## config.mk

```make
export PLATFORM = sky130hd
export DESIGN_NAME = alu_fault_retry_ctrl
export DESIGN_NICKNAME = d
export VERILOG_FILES = /design/src/rtl/alu_fault_retry_ctrl.sv
export SDC_FILE = /design/constraint.sdc
export NUM_CORES = 1
export LEC_CHECK = 0
export BUFFER_PORTS_ARGS = -buffer_cell sky130_fd_sc_hd__buf_2
export CORE_MARGIN = 4
export CORE_UTILIZATION = 35
export CTS_BUF_LIST = sky130_fd_sc_hd__clkbuf_2 sky130_fd_sc_hd__clkbuf_4 sky130_fd_sc_hd__clkbuf_8
export DETAILED_ROUTE_END_ITERATION = 6
export HOLD_SLACK_MARGIN = 0.08
export SYNTH_ARGS = -nofsm -noshare
export SYNTH_HDL_FRONTEND = slang
export SYNTH_SLANG_ARGS = --single-unit
export TNS_END_PERCENT = 30
```

## constraint.sdc

```tcl
create_clock -name clock -period 3.3 [get_ports clock]
set_clock_uncertainty 0.05 [all_clocks]
set_input_delay 0.33 -clock clock [delete_from_list [all_inputs] [get_ports clock]]
set_output_delay 0.33 -clock clock [all_outputs]
set_load 0.005 [all_outputs]
```

## src/rtl/alu_fault_retry_ctrl.sv

```systemverilog
// Issues one op at a time to the fault-checked ALU, retries on a checker error, reports hard
// faults and fences off units whose hard-fault count reaches FAULT_THRESH.
module alu_fault_retry_ctrl #(
  parameter int MAX_RETRY    = 2,
  parameter int RETRY_W      = 2,
  parameter int CNT_W        = 4,
  parameter int FAULT_THRESH = 2
) (
  input  logic               clock,
  input  logic               reset,
  input  logic               req_valid,
  output logic               req_ready,
  input  logic [4:0]         req_opcode,
  input  logic [31:0]        req_a,
  input  logic [31:0]        req_b,
  input  logic [4:0]         req_shamt,
  output logic [31:0]        alu_opA,
  output logic [31:0]        alu_opB,
  output logic [4:0]         alu_opcode,
  output logic [4:0]         alu_shamt,
  input  logic [31:0]        alu_result,
  input  logic               alu_ne,
  input  logic               alu_lt,
  input  logic               alu_adder_err,
  input  logic               alu_sll_err,
  input  logic               alu_sra_err,
  output logic               rsp_valid,
  input  logic               rsp_ready,
  output logic [31:0]        rsp_result,
  output logic               rsp_ne,
  output logic               rsp_lt,
  output logic               rsp_fault,
  output logic [RETRY_W-1:0] rsp_retries,
  input  logic               clear_faults,
  output logic [2:0]         unit_disabled,
  output logic [CNT_W-1:0]   fault_cnt_add,
  output logic [CNT_W-1:0]   fault_cnt_sll,
  output logic [CNT_W-1:0]   fault_cnt_sra
);

  typedef enum logic [1:0] {S_IDLE, S_EXEC, S_RESP} state_t;

  state_t                  state_q, state_d;
  logic [31:0]             opa_q, opa_d, opb_q, opb_d;
  logic [4:0]              opc_q, opc_d, shamt_q, shamt_d;
  logic [RETRY_W-1:0]      retry_q, retry_d, retries_q, retries_d;
  logic [31:0]             res_q, res_d;
  logic                    ne_q, ne_d, lt_q, lt_d, fault_q, fault_d;
  logic [2:0][CNT_W-1:0]   cnt_q, cnt_d;
  logic [2:0]              dis_q, dis_d;

  logic [2:0] req_unit, exec_unit;
  logic       req_legal, req_blocked, err_sel, retry_left;

  // One-hot unit select: [0] adder (ADD/SUB), [1] SLL, [2] SRA; AND/OR use no checked unit.
  always_comb begin
    req_unit  = {req_opcode == 5'd5, req_opcode == 5'd4,
                 (req_opcode == 5'd0) || (req_opcode == 5'd1)};
    exec_unit = {opc_q == 5'd5, opc_q == 5'd4, (opc_q == 5'd0) || (opc_q == 5'd1)};
    req_legal   = req_opcode <= 5'd5;
    req_blocked = !req_legal || |(req_unit & dis_q);
    err_sel     = |(exec_unit & {alu_sra_err, alu_sll_err, alu_adder_err});
    retry_left  = retry_q < RETRY_W'(MAX_RETRY);
  end

  always_ff @(posedge clock or negedge reset) begin
    if (!reset) begin
      state_q <= S_IDLE;
    end else begin
      state_q <= state_d;
    end
  end

  always_comb begin
    state_d = state_q;
    case (state_q)
      S_IDLE: if (req_valid) state_d = req_blocked ? S_RESP : S_EXEC;
      S_EXEC: if (!err_sel || !retry_left) state_d = S_RESP;
      S_RESP: if (rsp_ready) state_d = S_IDLE;
      default: state_d = S_IDLE;
    endcase
  end

  always_comb begin
    req_ready = (state_q == S_IDLE);
    rsp_valid = (state_q == S_RESP);
  end

  always_comb begin
    opa_d     = opa_q;
    opb_d     = opb_q;
    opc_d     = opc_q;
    shamt_d   = shamt_q;
    retry_d   = retry_q;
    retries_d = retries_q;
    res_d     = res_q;
    ne_d      = ne_q;
    lt_d      = lt_q;
    fault_d   = fault_q;
    cnt_d     = cnt_q;
    dis_d     = dis_q;
    case (state_q)
      S_IDLE: begin
        if (req_valid) begin
          opa_d   = req_a;
          opb_d   = req_b;
          opc_d   = req_opcode;
          shamt_d = req_shamt;
          retry_d = '0;
          if (req_blocked) begin
            res_d     = '0;
            ne_d      = 1'b0;
            lt_d      = 1'b0;
            fault_d   = 1'b1;
            retries_d = '0;
          end
        end
      end
      S_EXEC: begin
        res_d = alu_result;
        ne_d  = alu_ne;
        lt_d  = alu_lt;
        if (!err_sel) begin
          fault_d   = 1'b0;
          retries_d = retry_q;
        end else if (retry_left) begin
          retry_d = retry_q + 1'b1;
        end else begin
          fault_d   = 1'b1;
          retries_d = retry_q;
          for (int u = 0; u < 3; u++) begin
            if (exec_unit[u]) begin
              if (cnt_q[u] != {CNT_W{1'b1}}) cnt_d[u] = cnt_q[u] + 1'b1;
              if (cnt_d[u] >= CNT_W'(FAULT_THRESH)) dis_d[u] = 1'b1;
            end
          end
        end
      end
      default: ;
    endcase
    // Clearing the fault bookkeeping beats a same-cycle hard-fault increment.
    if (clear_faults) begin
      cnt_d = '0;
      dis_d = '0;
    end
  end

  always_ff @(posedge clock or negedge reset) begin
    if (!reset) begin
      opa_q     <= '0;
      opb_q     <= '0;
      opc_q     <= '0;
      shamt_q   <= '0;
      retry_q   <= '0;
      retries_q <= '0;
      res_q     <= '0;
      ne_q      <= 1'b0;
      lt_q      <= 1'b0;
      fault_q   <= 1'b0;
      cnt_q     <= '0;
      dis_q     <= '0;
    end else begin
      opa_q     <= opa_d;
      opb_q     <= opb_d;
      opc_q     <= opc_d;
      shamt_q   <= shamt_d;
      retry_q   <= retry_d;
      retries_q <= retries_d;
      res_q     <= res_d;
      ne_q      <= ne_d;
      lt_q      <= lt_d;
      fault_q   <= fault_d;
      cnt_q     <= cnt_d;
      dis_q     <= dis_d;
    end
  end

  assign alu_opA       = opa_q;
  assign alu_opB       = opb_q;
  assign alu_opcode    = opc_q;
  assign alu_shamt     = shamt_q;
  assign rsp_result    = res_q;
  assign rsp_ne        = ne_q;
  assign rsp_lt        = lt_q;
  assign rsp_fault     = fault_q;
  assign rsp_retries   = retries_q;
  assign unit_disabled = dis_q;
  assign fault_cnt_add = cnt_q[0];
  assign fault_cnt_sll = cnt_q[1];
  assign fault_cnt_sra = cnt_q[2];

endmodule
```

# [Yosys cells after proc, flatten, opt, wreduce, memory -nomap -nowiden]
# Index checks and enable logic that the tools add are counted.
[classes] bitwise_logic=2 add_sub_neg=4 n_mux=58 magnitude_cmp=5 reduce_logical=32 eq_ne=19
[ops] op="2-to-1 mux 4 bit" n=18
[ops] op="2-to-1 mux 32 bit" n=2
[ops] op="case mux 32 bit (2 select lines)" n=1
[ops] op="2-to-1 mux 12 bit" n=4
[ops] op="2-to-1 mux 2 bit" n=11
[ops] op="equality test 5 x 3 -> 1 bit, second input constant" n=4
[ops] op="AND reduction 4 bit" n=5
[ops] op="nonzero test 2 bit" n=9
[ops] op="AND reduction 5 bit" n=3
[ops] op="adder 4 x 1 -> 4 bit, second input constant" n=3
[ops] op="greater-or-equal comparator 4 x 2 -> 1 bit, second input constant" n=3
[ops] op="2-to-1 mux 1 bit" n=12
[ops] op="2-to-1 mux 3 bit" n=4
[ops] op="!= test 4 bit, second input constant" n=3
[ops] op="equality test 5 x 1 -> 1 bit, second input constant" n=2
[ops] op="logical NOT 5 bit" n=2
[ops] op="!= test 2 bit, second input constant" n=5
[ops] op="case mux 2 bit (2 select lines)" n=2
[ops] op="AND 3 bit" n=2
[ops] op="case mux 1 bit (2 select lines)" n=3
[ops] op="case mux 2 bit (3 select lines)" n=1
[ops] op="AND reduction 3 bit" n=2
[ops] op="OR reduction 3 bit" n=2
[ops] op="less-or-equal comparator 5 x 3 -> 1 bit, second input constant" n=1
[ops] op="other kinds (10)" n=16
[totals] input_bits=116 word_cells=137 register_bits=130

# [Depth between registers and ports, before layout]
[depth] ltp_word=13 depth_mapped=6

# [Least setup slack after synthesis]
# Ideal clock, no wire load.
[synth_timing] path_kind="reg-to-reg" from="reg opc_q[1] (netlist: alu_opcode[1])" to="reg cnt_q (netlist bit fault_cnt_sra[0])" stages_incl_launch_ff=6 t_required_ns=3.172 slack_ns=1.316 setup_time_ns=0.078 arrival_ns=1.856 path_cell_list="dfrtp_1 > or3_4 > buf_6 > or3_4 > or4_1 > a21oi_1"
[synth_via] elab_chain_cells=6 word_cells_on_any_way=10
[synth_lines] element="start: declaration" line_no="45" text="logic [4:0] opc_q, opc_d, shamt_q, shamt_d;"
[synth_lines] element="start signal: assignment" line_no="165" text="opc_q <= opc_d;"
[synth_lines] element="equality test 5 x 1 -> 1 bit / logical NOT 5 bit (equally long branches)" line_no="59" text="exec_unit = {opc_q == 5'd5, opc_q == 5'd4, (opc_q == 5'd0) || (opc_q == 5'd1)};"
[synth_lines] element="logical OR 1 bit" line_no="59"
[synth_lines] element="AND 3 bit" line_no="62" text="err_sel = |(exec_unit & {alu_sra_err, alu_sll_err, alu_adder_err});"
[synth_lines] element="OR reduction 3 bit" line_no="62"
[synth_lines] element="nonzero test 2 bit (no line)"
[synth_lines] element="AND reduction 4 bit (no line) *"
[synth_lines] element="end signal: assignment" line_no="173" text="cnt_q <= cnt_d;"
[synth_lines] element="end: declaration" line_no="49" text="logic [2:0][CNT_W-1:0] cnt_q, cnt_d;"
# Mark *: on every way between the ends. The rest lies on a longest branch, timed or not.
# A chain may end at the register's enable or synchronous reset.

# [Worst setup path after layout]
[layout_timing] from="in req_opcode[3]" to="reg state_q[1]"
[layout_via] elab_chain_cells=8 word_cells_on_any_way=13
[layout_lines] element="start: declaration" line_no="13" text="input logic [4:0] req_opcode,"
[layout_lines] element="equality test 5 x 1 -> 1 bit / logical NOT 5 bit (equally long branches)" line_no="58" text="(req_opcode == 5'd0) || (req_opcode == 5'd1)};"
[layout_lines] element="logical OR 1 bit" line_no="58"
[layout_lines] element="AND 3 bit" line_no="61" text="req_blocked = !req_legal || |(req_unit & dis_q);"
[layout_lines] element="OR reduction 3 bit" line_no="61"
[layout_lines] element="logical OR 1 bit *" line_no="61"
[layout_lines] element="2-to-1 mux 2 bit * (2 in a row)" line_no="77" text="S_IDLE: if (req_valid) state_d = req_blocked ? S_RESP : S_EXEC;"
[layout_lines] element="case mux 2 bit (3 select lines) *" line_no="76" text="case (state_q)"
[layout_lines] element="end signal: assignment" line_no="70" text="state_q <= state_d;"
[layout_lines] element="end: declaration" line_no="43" text="state_t state_q, state_d;"
# Mark *: on every way between the ends. The rest lies on a longest branch, timed or not. The select of a mux whose other input is x is not followed.

==> key figures <==
Status
  – Status: completed

Worst hold path
  – Type of the worst min-delay path: input pin to register
  – Worst hold start: req_opcode[4]

Detailed routing
  – Total wire length: 15,200 µm
  – Total number of vias: about 4,500
  – DRT Pass-1 Iters: 5
  – # DRC: 0
  – DRT antenna net count: 0
  – Drt first-iter violations: 151
  – Via density: 4.89
  – Routed wire per std cell: about 17 µm

Floorplanning
  – Die H: 130 µm
  – I/O Pins: between 200 and 250
  – Core box area: 0.0145 mm²
  – Starting Density: 35.8%
  – Num rows: 44
  – DIE AREA: 0.0169 mm²
  – Die width: 130 µm

Global route
  – GRT overflow: 0
  – Global-route wire length before repair: 23,400 µm
  – Gr usage total: 17.7%
  – Antenna violations before repair: 0
  – Vias in the first global route: 4,671
  – Largest net degree at the start of global routing: 66

Timing
  – Part of the cycle the worst path needs: about two thirds
  – Fmax: 447 MHz
  – Slew HR: 46.2%
  – Final TNS setup: 0 ns
  – Hold_ws: 0.116 ns
  – Finish-stage setup viols: 0
  – Min Clock Period, post-route: approximately 2.2 ns
  – Final hold violation count: 0
  – Final Max Tran Viols: 0
  – Worst slew pin tran: ~0.8 ns
  – RSZ-0062 raised after global routing: no

Synth
  – Number of enable flip-flop cells after synthesis: 0
  – Synthesis warning total: 0
  – Largest cells by area after synthesis: dfrtp_1 (62%), mux2_2 (16%), a22o_1 (6.1%)
  – Post-synth cell types: 46
  – Share of the synthesized area in the top cell type: 62.5%
  – Post-synth ARST share: 100%
  – Post-Synthesis Cell Area: 0.00521 mm²
  – Synth area leader: dfrtp_1
  – Seq/Total Area, Yosys: 62.5%
  – Yosys reg bits: 130
  – Syn_area_per_cell: approximately 14 µm²
  – Most frequent cells after synthesis: dfrtp_1 (130), mux2_2 (73), a22o_1 (36)
  – Count leader, synth: dfrtp_1
  – Syn_nets: 487
  – Top FF cell, synth: dfrtp_1
  – Mapped Cells: 368

Run
  – MaxCap Viol Count: 0

Cells and area
  – Share of cells above drive strength 1: between 40% and 50%
  – Finished Core Util: 56.1%
  – Design Area, Final: ~0.0081 mm²
  – Post-layout nets: between 800 and 900
  – Area growth syn-to-layout: 56.4%
  – Fill count: about 1,200

Critical path
  – WP data arrival: 2.47 ns
  – CP Max Fanout: 36
  – Reg-to-Reg Start: state_q[0]$_DFFE_PN0P_
  – Worst EP required: 3.54 ns
  – Flop-to-flop setup slack: about 1.2 ns
  – Critical path type: input pin to register
  – Crit start category: input pin
  – CP Launch Point: req_opcode[3]
  – Crit path capture: state_q[1]$_DFFE_PN0P_
  – Crit path capture type: register
  – Worst flop-to-flop path endpoint: fault_cnt_sra[0]$_DFFE_PN0P_
  – Worst R2R Path Depth: 4

Clock network
  – Clk slew on worst S/H paths: 0.07 ns
  – CTS tree: yes
  – CTS buffer count: 17
  – Clock buffer depth: 2
  – Clk Latency, worst-skew pair: approximately 0.42 ns
  – CTS H-tree lvls: 4
  – CTS sink cnt: 130
  – Clock Tree Root: clkbuf_8

Placed design
  – Area post-placement: 0.00664 mm²
  – Post-DP HPWL: 10,200 µm
  – PortBufs: 243
  – GPL Wtd Cong: approximately 0.80

Power and ir drop
  – Leakage Power: around 0.0040 µW
  – Power Density: 597 mW/mm²
  – Maximum vdd drop: 0.458 mV
## final cells by class
| class | instances | area [µm²] | share of cell area, % |
|---|---|---|---|
| clock buffer | 20 | 269 | 3.30 |
| tap | 184 | 230 | 2.83 |
| sequential | 130 | 3250 | 39.9 |
| multi-input combinational | 216 | 1860 | 22.8 |
| timing repair buffer | 354 | 2340 | 28.8 |
| inverter | 4 | 15.0 | 0.184 |
| antenna | 1 | 2.50 | 0.0307 |
| clock inverter | 12 | 178 | 2.18 |
## worst min path at each step
stage / cells past startpoint / slack, ns / end
floorplan: 0 / -0.02 / alu_opA[0]$_DFFE_PN0P_
global placement: 1 / 0.31 / alu_opB[28]$_DFFE_PN0P_
detailed placement: 1 / 0.32 / alu_opB[28]$_DFFE_PN0P_
CTS: 3 / 0.08 / state_q[1]$_DFFE_PN0P_
global route: 3 / 0.09 / state_q[1]$_DFFE_PN0P_
finish: 2 / 0.12 / alu_opcode[4]$_DFFE_PN0P_
## power breakdown
part	total (µW)	internal (µW)	leakage [µW]	switching [µW]
clock network	1510	874	0.000215	632
registers	2150	1950	0.00164	199
logic	1210	695	0.00217	511
## placed cells by master, fill, tap and decap left out, drive strengths merged, types with 6 or more instances in the layout
cell,count
inv,6
nor2,10
a21oi,11
a22o,36
dlygate4sd3,106
nor3,7
clkbuf,20
dfrtp,130
buf,248
nand2,6
mux2,73
o21ai,6
## sequential cells by signal (all words and copies together) (netlist names), 3 cells and up
| register | flops |
|---|---|
| unit_disabled | 3 |
| fault_cnt_add | 4 |
| alu_shamt | 5 |
| alu_opcode | 5 |
| alu_opA | 32 |
| rsp_result | 32 |
| fault_cnt_sll | 4 |
| fault_cnt_sra | 4 |
| alu_opB | 32 |
## cells by family after synthesis
family                   share of synthesized area (%)
flip-flops                                        62.5
multiplexers                                      16.0
AO/OA/AOI/OAI                                     10.9
AND/OR/NAND/NOR                                   7.45
buffers and inverters                             1.95
XOR/XNOR                                         0.505
adder cells (fa/ha/maj)                          0.721
## routing by layer
metal	up-vias	share of wire (%)	track usage, %	wire, µm
li1	2088	-	-	-
met1	2212	40	21.4	6010
met2	173	51	29.2	7730
met3	34	6.6	5.12	999
met4	0	3.0	8.50	461
met5	-	0	0	0
## critical path: stages
cell	delay [ns]
dlygate4sd3_1	0.53
buf_2	0.13
or4b_1	0.52
o221a_2	0.34
o21ai_4	0.12
buf_4	0.35
a21boi_0	0.14
## repair_timing
action / CTS / global route
setup buffers: 0 / 0
gates resized for setup: 0 / 0
endpoints found under the hold margin: 147 / 0
hold buffers: 106 / 0
## through the flow
stage          cells  worst slack [ns]  power [µW]
2_1_floorplan    368              1.32        2680
5_1_grt          920              1.01        5130
4_1_cts          920              1.10        4910
3_3_place_gp     782              1.17        3250
6_report         921              1.06        4860
3_5_place_dp     782              1.15        3290
Power figures use the tool's default switching activity.
